--- config.mk ---
export PLATFORM = sky130hd
export DESIGN_NAME = multimode_reg
export DESIGN_NICKNAME = d
export VERILOG_FILES = /design/src/rtl/mmr_pkg.sv /design/src/rtl/multimode_reg.sv
export SDC_FILE = /design/constraint.sdc
export NUM_CORES = 1
export LEC_CHECK = 0
export ABC_AREA = 1
export BUFFER_PORTS_ARGS = -buffer_cell sky130_fd_sc_hd__buf_2
export CAP_MARGIN = 40
export CORE_MARGIN = 1
export CORE_UTILIZATION = 50
export DETAILED_ROUTE_END_ITERATION = 16
export PLACE_DENSITY = 0.77
export SLEW_MARGIN = 40
export SYNTH_ARGS = -nofsm -noshare
export SYNTH_HDL_FRONTEND = slang
export SYNTH_SLANG_ARGS = --single-unit
export TNS_END_PERCENT = 50
--- constraint.sdc ---
create_clock -name clk -period 2 [get_ports clk]
set_input_delay 0.2 -clock clk [delete_from_list [all_inputs] [get_ports clk]]
set_output_delay 0.2 -clock clk [all_outputs]
set_load 0.05 [all_outputs]
--- src/rtl/mmr_pkg.sv ---
// Shared definitions for the multi-mode register: mode encodings and mode type.
// No logic; pure declarations.
// Imported by any block that drives the register's mode input.
package mmr_pkg;

  typedef enum logic [2:0] {
    MMR_HOLD   = 3'd0,
    MMR_LOAD   = 3'd1,
    MMR_TOGGLE = 3'd2,
    MMR_SETCLR = 3'd3,
    MMR_SHL    = 3'd4,
    MMR_SHR    = 3'd5,
    MMR_UP     = 3'd6,
    MMR_DOWN   = 3'd7
  } mmr_mode_e;

  localparam int unsigned MMR_MODE_W = 3;

endpackage : mmr_pkg

--- src/rtl/multimode_reg.sv ---
// WIDTH-bit register with load/toggle/set-clear/shift/up-down count, carry pulse and sticky overflow.
// Latency: 1 cycle from input sample to q/carry/ovf; zero is combinational from q.
// No backpressure: accepts a new operation every cycle, en=0 holds.
module multimode_reg
  import mmr_pkg::*;
#(
  parameter int unsigned      WIDTH   = 8,
  parameter logic [WIDTH-1:0] RST_VAL = '0
) (
  input  logic                  clk,
  input  logic                  rst,
  input  logic                  en,
  input  logic [MMR_MODE_W-1:0] mode,
  input  logic [WIDTH-1:0]      d,
  input  logic [WIDTH-1:0]      t,
  input  logic                  ser_in,
  input  logic                  clr_ovf,
  output logic [WIDTH-1:0]      q,
  output logic                  carry,
  output logic                  ovf,
  output logic                  zero
);

  logic [WIDTH-1:0] q_q, q_d;
  logic             carry_q, carry_d;
  logic             ovf_q, ovf_d;
  mmr_mode_e        mode_e;

  assign mode_e = mmr_mode_e'(mode);

  // Next q and carry from the selected operation; carry is always derived from the pre-update q.
  always_comb begin
    q_d     = q_q;
    carry_d = 1'b0;
    if (en) begin
      unique case (mode_e)
        MMR_HOLD:   q_d = q_q;
        MMR_LOAD:   q_d = d;
        MMR_TOGGLE: q_d = q_q ^ t;
        // Clear mask applied after the set mask so a bit both set and cleared ends up 0.
        MMR_SETCLR: q_d = (q_q | d) & ~t;
        MMR_SHL: begin
          q_d     = {q_q[WIDTH-2:0], ser_in};
          carry_d = q_q[WIDTH-1];
        end
        MMR_SHR: begin
          q_d     = {ser_in, q_q[WIDTH-1:1]};
          carry_d = q_q[0];
        end
        // Wrap/borrow detected from old q directly, avoiding a WIDTH+1 adder.
        MMR_UP: begin
          q_d     = q_q + WIDTH'(1);
          carry_d = &q_q;
        end
        MMR_DOWN: begin
          q_d     = q_q - WIDTH'(1);
          carry_d = ~|q_q;
        end
        default: q_d = q_q;
      endcase
    end
  end

  // Sticky overflow: a carry in this cycle takes priority over a clear request.
  always_comb begin
    ovf_d = ovf_q;
    if (carry_d) begin
      ovf_d = 1'b1;
    end else if (clr_ovf) begin
      ovf_d = 1'b0;
    end
  end

  // State update; reset overrides everything and drops any in-progress sequence.
  always_ff @(posedge clk) begin
    if (rst) begin
      q_q     <= RST_VAL;
      carry_q <= 1'b0;
      ovf_q   <= 1'b0;
    end else begin
      q_q     <= q_d;
      carry_q <= carry_d;
      ovf_q   <= ovf_d;
    end
  end

  assign q     = q_q;
  assign carry = carry_q;
  assign ovf   = ovf_q;
  assign zero  = (q_q == '0);

endmodule : multimode_reg
==> results.py, run 1 <==
metrics = {
    "outcome": {
        "status": "finished, final reports clean",
    },
    "pwr": {
        "finalPower_mw": 0.701,
        "powerDensity_mw_per_mm2": 457,
        "peakVddDrop_v": 0.000340,
        "p_leak_nw": 0.823,
    },
    "timing": {
        "setup_viol": 0,
        "slew-limit-headroom_pct": 69.7,
        "tns_ns": 0,
        "fmax_ghz": 0.582,
        "fin_crit_ns": 1.72,
        "hold_violations": 0,
        "drv_slew": 0,
        "timing.final.crit_share_pct": 85.9,
        "fin_worst_skew_ns": 0.00433,
        "worstMarginPinSlew_ns": 0.453,
        "rsz0062_at_grt": "no",
    },
    "worst_setup_path": {
        "critical_path_required_ns": 1.80,
        "cp_top_family": "buffers and inverters",
        "critPathSlowestCell": "dfxtp_1",
        "slowest_delay_ns": 0.39,
        "end_kind": "output pin",
        "r2r_slack_ns": 0.30,
        "worstPathArrival_ns": 1.52,
        "crit_chain": "inv_1 > nand4_1 > nor3_4 > buf_2",
        "crit_buf_inv": 2,
        "worst-path-max-fanout": 8,
        "worst_setup_path_start_kind": "register",
        "worst-setup-path-type": "register to output pin",
    },
    "detailed_routing": {
        "routed_wl_mm": 3.55,
        "routedWlPerCell_microns": 12.3,
        "met2_length_mm": 1.51,
        "drt_iter0_markers": 62,
        "drt_pre_antenna_iters": 5,
        "postRouteAntennaNets": 0,
        "wl_met3_microns": 366,
        "drt-vias-per-instance": 5.59,
        "wl_met1_mm": 1.60,
        "highest_layer": "met4",
        "num_vias": 1610,
        "drt_drc_violations_left": 0,
    },
    "clocking": {
        "htreeDepth": 1,
        "root_buffer": "clkbuf_4",
        "cts_setup_buffers": 0,
        "cts.reportedPaths.clkPinSlew_ns": 0.08,
        "numCtsBuffers": 3,
        "clock_tree.buffer_depth": 2,
        "cts_tree": "built",
        "postCtsHoldBufs": 0,
        "cts.sinks": 10,
        "cts.repair.resized": 0,
        "clk_latency_ns": 0.28,
    },
    "global_routing": {
        "grt-ovfl-total": 0,
        "grt_pass1_wl_mm": 5.95,
        "grt_pass1_vias": 1400,
        "antenna_found_initial": 0,
        "grt_max_degree": 13,
        "track_usage_pct": 29.4,
    },
    "cells_and_area": {
        "drive_above_1_share_pct": 24.6,
        "nNetsFinal": 288,
        "utilization_pct": 66.8,
        "diodes": 0,
        "postLayoutCellArea_sq_mm": 0.00154,
        "synthToLayoutAreaGrowth_pct": 21.7,
    },
    "hold_path": {
        "min_path_type": "input port to register",
    },
    "placement": {
        "post-dp-hpwl_mm": 2.82,
        "placed_area_sq_mm": 0.00151,
        "port_buffers": 34,
        "gp_congestion": 0.946,
    },
    "die": {
        "die_y_microns": 52.2,
        "rows": 17,
        "pin_count": 35,
        "die_x_microns": 52.2,
        "core_sq_mm": 0.00230,
        "initial_core_util_pct": 54.9,
        "die_area_sq_mm": 0.00273,
    },
    "synthesis": {
        "syn_inst": 220,
        "syn_avg_cell_area_sq_um": 5.73,
        "ys_ff_latch": 10,
        "yosysWarnings": 0,
        "netlist_area_sq_mm": 0.00126,
        "synth-seq-area-share_pct": 15.9,
        "synth_cell_types": 34,
        "syn-num-nets": 246,
    },
    "flow_run": {
        "drv_cap": 0,
    },
}
synth_stat cells:
cell       instances  share of area, %
nand2_1           52                15
inv_1             41                12
nand3_1           21               8.3
o21ai_0           18               7.1
nor2_1            14               4.2
a21oi_1           13               5.2
dfxtp_1           10                16
nand2_2            8               4.0
o2111ai_1          6               4.2
nand4_1            5               2.5
a21oi_2            3               2.1
buf_2              2              0.79
ha_1               2               2.0
nand3_2            2               1.6
nor3_1             2              0.79
o21ai_1            2              0.79
xor2_1             2               1.4
a211oi_1           1              0.60
a221oi_1           1              0.69
and2_1             1              0.50
buf_1              1              0.30
clkbuf_1           1              0.30
inv_2              1              0.30
nand2_4            1              0.89
nor2_8             1               1.6
nor3b_1            1              0.60
o21ai_2            1              0.69
o21bai_4           1               1.5
o221ai_1           1              0.69
o22ai_1            1              0.50
o311ai_0           1              0.69
o31ai_1            1              0.60
o41ai_1            1              0.69
or2_2              1              0.50
flip-flops by register name, summed over array words and instances, names as in the netlist:
| signal | cells |
|---|---|
| carry | 1 |
| q | 8 |
| ovf | 1 |
layout by cell type (no fill, tap or decap), drive strengths merged:
master	netlist	final
o22ai	1	1
o311ai	1	1
o41ai	1	1
ha	2	2
nor2	15	15
buf	3	41
or2	1	1
and2	1	1
nand4	5	5
xor2	2	2
nor3b	1	1
o31ai	1	1
dfxtp	10	10
a21oi	16	16
clkbuf	1	3
o21ai	21	21
inv	42	42
nor3	2	2
nand2	61	61
a211oi	1	1
o221ai	1	1
a221oi	1	1
o2111ai	6	6
nand3	23	23
o21bai	1	1
area by class of cell:
type | count | area (sq um)
Clock buffer | 3 | 22.5
Fill cell | 236 | 762
Inverter | 42 | 158
Multi-Input combinational cell | 164 | 897
Sequential cell | 10 | 200
Tap cell | 28 | 35.0
Timing Repair Buffer | 41 | 223
metal layers:
| metal | up-vias | GRT usage, % |
|---|---|---|
| li1 | 814 | - |
| met1 | 696 | 40.5 |
| met2 | 89 | 46.4 |
| met3 | 11 | 5.22 |
| met4 | 0 | 8.77 |
| met5 | - | 0 |
stage by stage:
stage,std cells,setup WS (ns),hold WS (ns)
after global placement,285,0.244,0.388
after detailed placement,285,0.185,0.400
after global routing,288,0.121,0.0935
after CTS,288,0.282,0.105
final,288,0.283,0.100
after floorplan,220,0.00274,0.303
logic make-up (layout without fill, tap and decap cells):
logic type | Yosys count | in the layout | synth area share [%]
DFF | 10 | 10 | 15.9
buffers and inverters | 46 | 86 | 13.9
AOI/OAI and AO/OA | 51 | 51 | 26.0
and+or+nand+nor | 109 | 109 | 40.9
adders and majority gates | 2 | 2 | 1.98
xor gates and xnor gates | 2 | 2 | 1.39
final timing paths:
path,startpoint,endpoint,depth (start not counted)
worst max-delay path,q[3],zero,4
worst min-delay path,clr_ovf,ovf,2
worst max register to register,q[1],q[4],15
worst min register to register,ovf,ovf,2
worst register-to-register path: stages, from the launching register on:
cell	delay, ns
dfxtp_1	0.40
inv_1	0.09
nand2_1	0.09
nand2_1	0.05
inv_1	0.05
ha_1	0.13
inv_1	0.05
nand2_1	0.07
nand3_2	0.09
o21ai_2	0.15
inv_1	0.05
nand2_1	0.05
nand3_1	0.10
nand2_1	0.10
nand2_1	0.06
a21oi_2	0.11
power by group:
part	internal [mW]	leakage (nW)	switching, mW	total [mW]
registers	0.211	0.0818	0.0204	0.232
logic	0.104	0.728	0.214	0.318
clock network	0.0698	0.0138	0.0816	0.151
total	0.385	0.823	0.316	0.701
No activity file was read; power rests on OpenSTA's default activity.
==> inputs of run 2 (changes only) <==
--- a/config.mk
+++ b/config.mk
@@ -8,6 +8,7 @@
 export ABC_AREA = 1
 export BUFFER_PORTS_ARGS = -buffer_cell sky130_fd_sc_hd__buf_2
 export CAP_MARGIN = 40
+export CORE_ASPECT_RATIO = 1.75
 export CORE_MARGIN = 1
 export CORE_UTILIZATION = 50
 export DETAILED_ROUTE_END_ITERATION = 16
==> run 2 against run 1 <==
Via count up 1.4%; total power up 17%; non-clock buffer count up 1; combinational power up 2%; largest cell class unchanged; clock skew up 0.0035 ns; design area up 2.4%; wire length up 6.8%; worst setup slack better by 0.055 ns; final cell count down 0.35%; sequential power about the same; utilization up 0.64 points.
==> results.py, run 2 (synthesis results as in run 1) <==
metrics = {
    "worst_setup_path": {
        "critical_path_required_ns": 1.80,
        "reg2reg_from": "q[1]",
        "r2r_slack_ns": 0.35,
        "worstPathArrival_ns": 1.46,
        "slowest_delay_ns": 0.38,
        "worst-path-max-fanout": 8,
        "critPathSlowestCell": "dfxtp_1",
        "crit_chain": "inv_1 > nand4_1 > nor3_4 > buf_2",
        "crit_start": "q[3]",
        "worst_setup_path_start_kind": "register",
        "endpoint": "zero",
        "worst-setup-path-type": "register to output pin",
        "worst-r2r-cell-count": 15,
        "reg2reg_to": "q[4]",
        "end_kind": "output pin",
    },
    "timing": {
        "fin_worst_skew_ns": 0.00787,
        "fin_crit_ns": 1.66,
        "drv_slew": 0,
        "timing.final.crit_share_pct": 83.1,
        "setup_viol": 0,
        "worstMarginPinSlew_ns": 0.438,
        "hold_violations": 0,
        "rsz0062_at_grt": "no",
        "fmax_ghz": 0.602,
        "slew-limit-headroom_pct": 70.7,
        "tns_ns": 0,
    },
    "cells_and_area": {
        "utilization_pct": 67.5,
        "final_common_cell": "nand2_1",
        "nNetsFinal": 289,
        "multi_input_comb_area_sq_um": 897,
        "drive_above_1_share_pct": 25.6,
        "stdcell_count": 287,
        "diodes": 0,
        "final_cell_mix": "52 x nand2_1, 41 x inv_1, 34 x buf_2",
        "largest_register_ffs": 8,
        "fillers": 251,
        "synthToLayoutAreaGrowth_pct": 24.7,
        "regArea_sq_um": 201,
    },
    "global_routing": {
        "grt_max_degree": 13,
        "grt-ovfl-total": 0,
        "track_usage_pct": 31.2,
        "grt_pass1_wl_mm": 6.01,
        "antenna_found_initial": 0,
        "grt_pass1_vias": 1446,
    },
    "clocking": {
        "cts_setup_buffers": 0,
        "cts.repair.resized": 0,
        "numCtsBuffers": 3,
        "clock_tree.buffer_depth": 2,
        "htreeDepth": 1,
        "root_buffer": "clkbuf_8",
        "clk_latency_ns": 0.25,
        "cts.sinks": 10,
        "postCtsHoldBufs": 0,
        "cts.reportedPaths.clkPinSlew_ns": 0.05,
        "cts_tree": "built",
    },
    "detailed_routing": {
        "routed_wl_mm": 3.79,
        "drt_drc_violations_left": 0,
        "routedWlPerCell_microns": 13.2,
        "drt_iter0_markers": 83,
        "drt-vias-per-instance": 5.69,
        "postRouteAntennaNets": 0,
        "drt_pre_antenna_iters": 4,
        "num_vias": 1633,
    },
    "die": {
        "die_y_microns": 68.4,
        "core_sq_mm": 0.00233,
        "initial_core_util_pct": 54.1,
        "die_x_microns": 40.0,
        "rows": 23,
        "pin_count": 35,
        "die_area_sq_mm": 0.00274,
    },
    "placement": {
        "post-dp-hpwl_mm": 3.03,
        "gp_congestion": 0.923,
        "place_inst": 283,
        "port_buffers": 34,
    },
    "outcome": {
        "status": "finished, final reports clean",
    },
    "pwr": {
        "peakVddDrop_v": 0.000475,
        "powerDensity_mw_per_mm2": 523,
        "p_leak_nw": 0.844,
    },
    "hold_path": {
        "min_path_type": "input port to register",
    },
    "flow_run": {
        "drv_cap": 0,
    },
}
[run 2: cell count changes in the layout (fill, tap and decap cells not counted)]
| cell | delta |
|---|---|
| clkbuf_8 | +4 |
| clkbuf_4 | -3 |
| buf_4 | +1 |
| dfxtp_1 | -1 |
| dfxtp_2 | +1 |
[run 2: worst min path at each step]
stage,to,slack [ns],start,cells past startpoint
detailed placement,ovf,0.41,clr_ovf,2
floorplan,ovf,0.30,clr_ovf,1
finish,ovf,0.14,clr_ovf,2
global placement,ovf,0.40,clr_ovf,2
CTS,ovf,0.15,clr_ovf,2
global route,ovf,0.15,clr_ovf,2
[run 2: through the flow]
stage	total power, mW	cell area [sq um]	worst slack [ns]	hold slack [ns]
5_1_grt	0.868	1570	0.119	0.147
2_1_floorplan	0.462	1270	0.00274	0.303
4_1_cts	0.817	1570	0.240	0.146
3_5_place_dp	0.556	1520	0.185	0.406
6_report	0.823	1570	0.338	0.136
3_3_place_gp	0.554	1520	0.249	0.396
[run 2: cell type report]
class                   instances  share of cell area (%)
clock buffers                   4                    3.50
inverters                      42                    10.0
multi-input cells             164                    57.0
flip-flops and latches         10                    12.8
well taps                      25                    1.99
repair buffers                 42                    14.6
[run 2: where the power goes]
| part | internal (mW) | leakage, nW | switching (mW) |
|---|---|---|---|
| registers | 0.212 | 0.0823 | 0.0212 |
| logic | 0.105 | 0.733 | 0.218 |
| clock network | 0.174 | 0.0288 | 0.0919 |
| total | 0.492 | 0.844 | 0.331 |
[run 2: per-layer routing]
| layer | routed length [microns] | GRT usage (%) | vias up |
|---|---|---|---|
| li1 | - | - | 814 |
| met1 | 1500 | 35.2 | 732 |
| met2 | 2020 | 57.7 | 80 |
| met3 | 226 | 1.95 | 7 |
| met4 | 47 | 10.3 | 0 |
| met5 | 0 | 0 | - |
[run 2: worst max-delay path, delay by kind of cell, from the launching register on]
family | cells | cell delay (ns)
buf+inv | 2 | 0.47
flops | 1 | 0.38
simple gates | 2 | 0.36
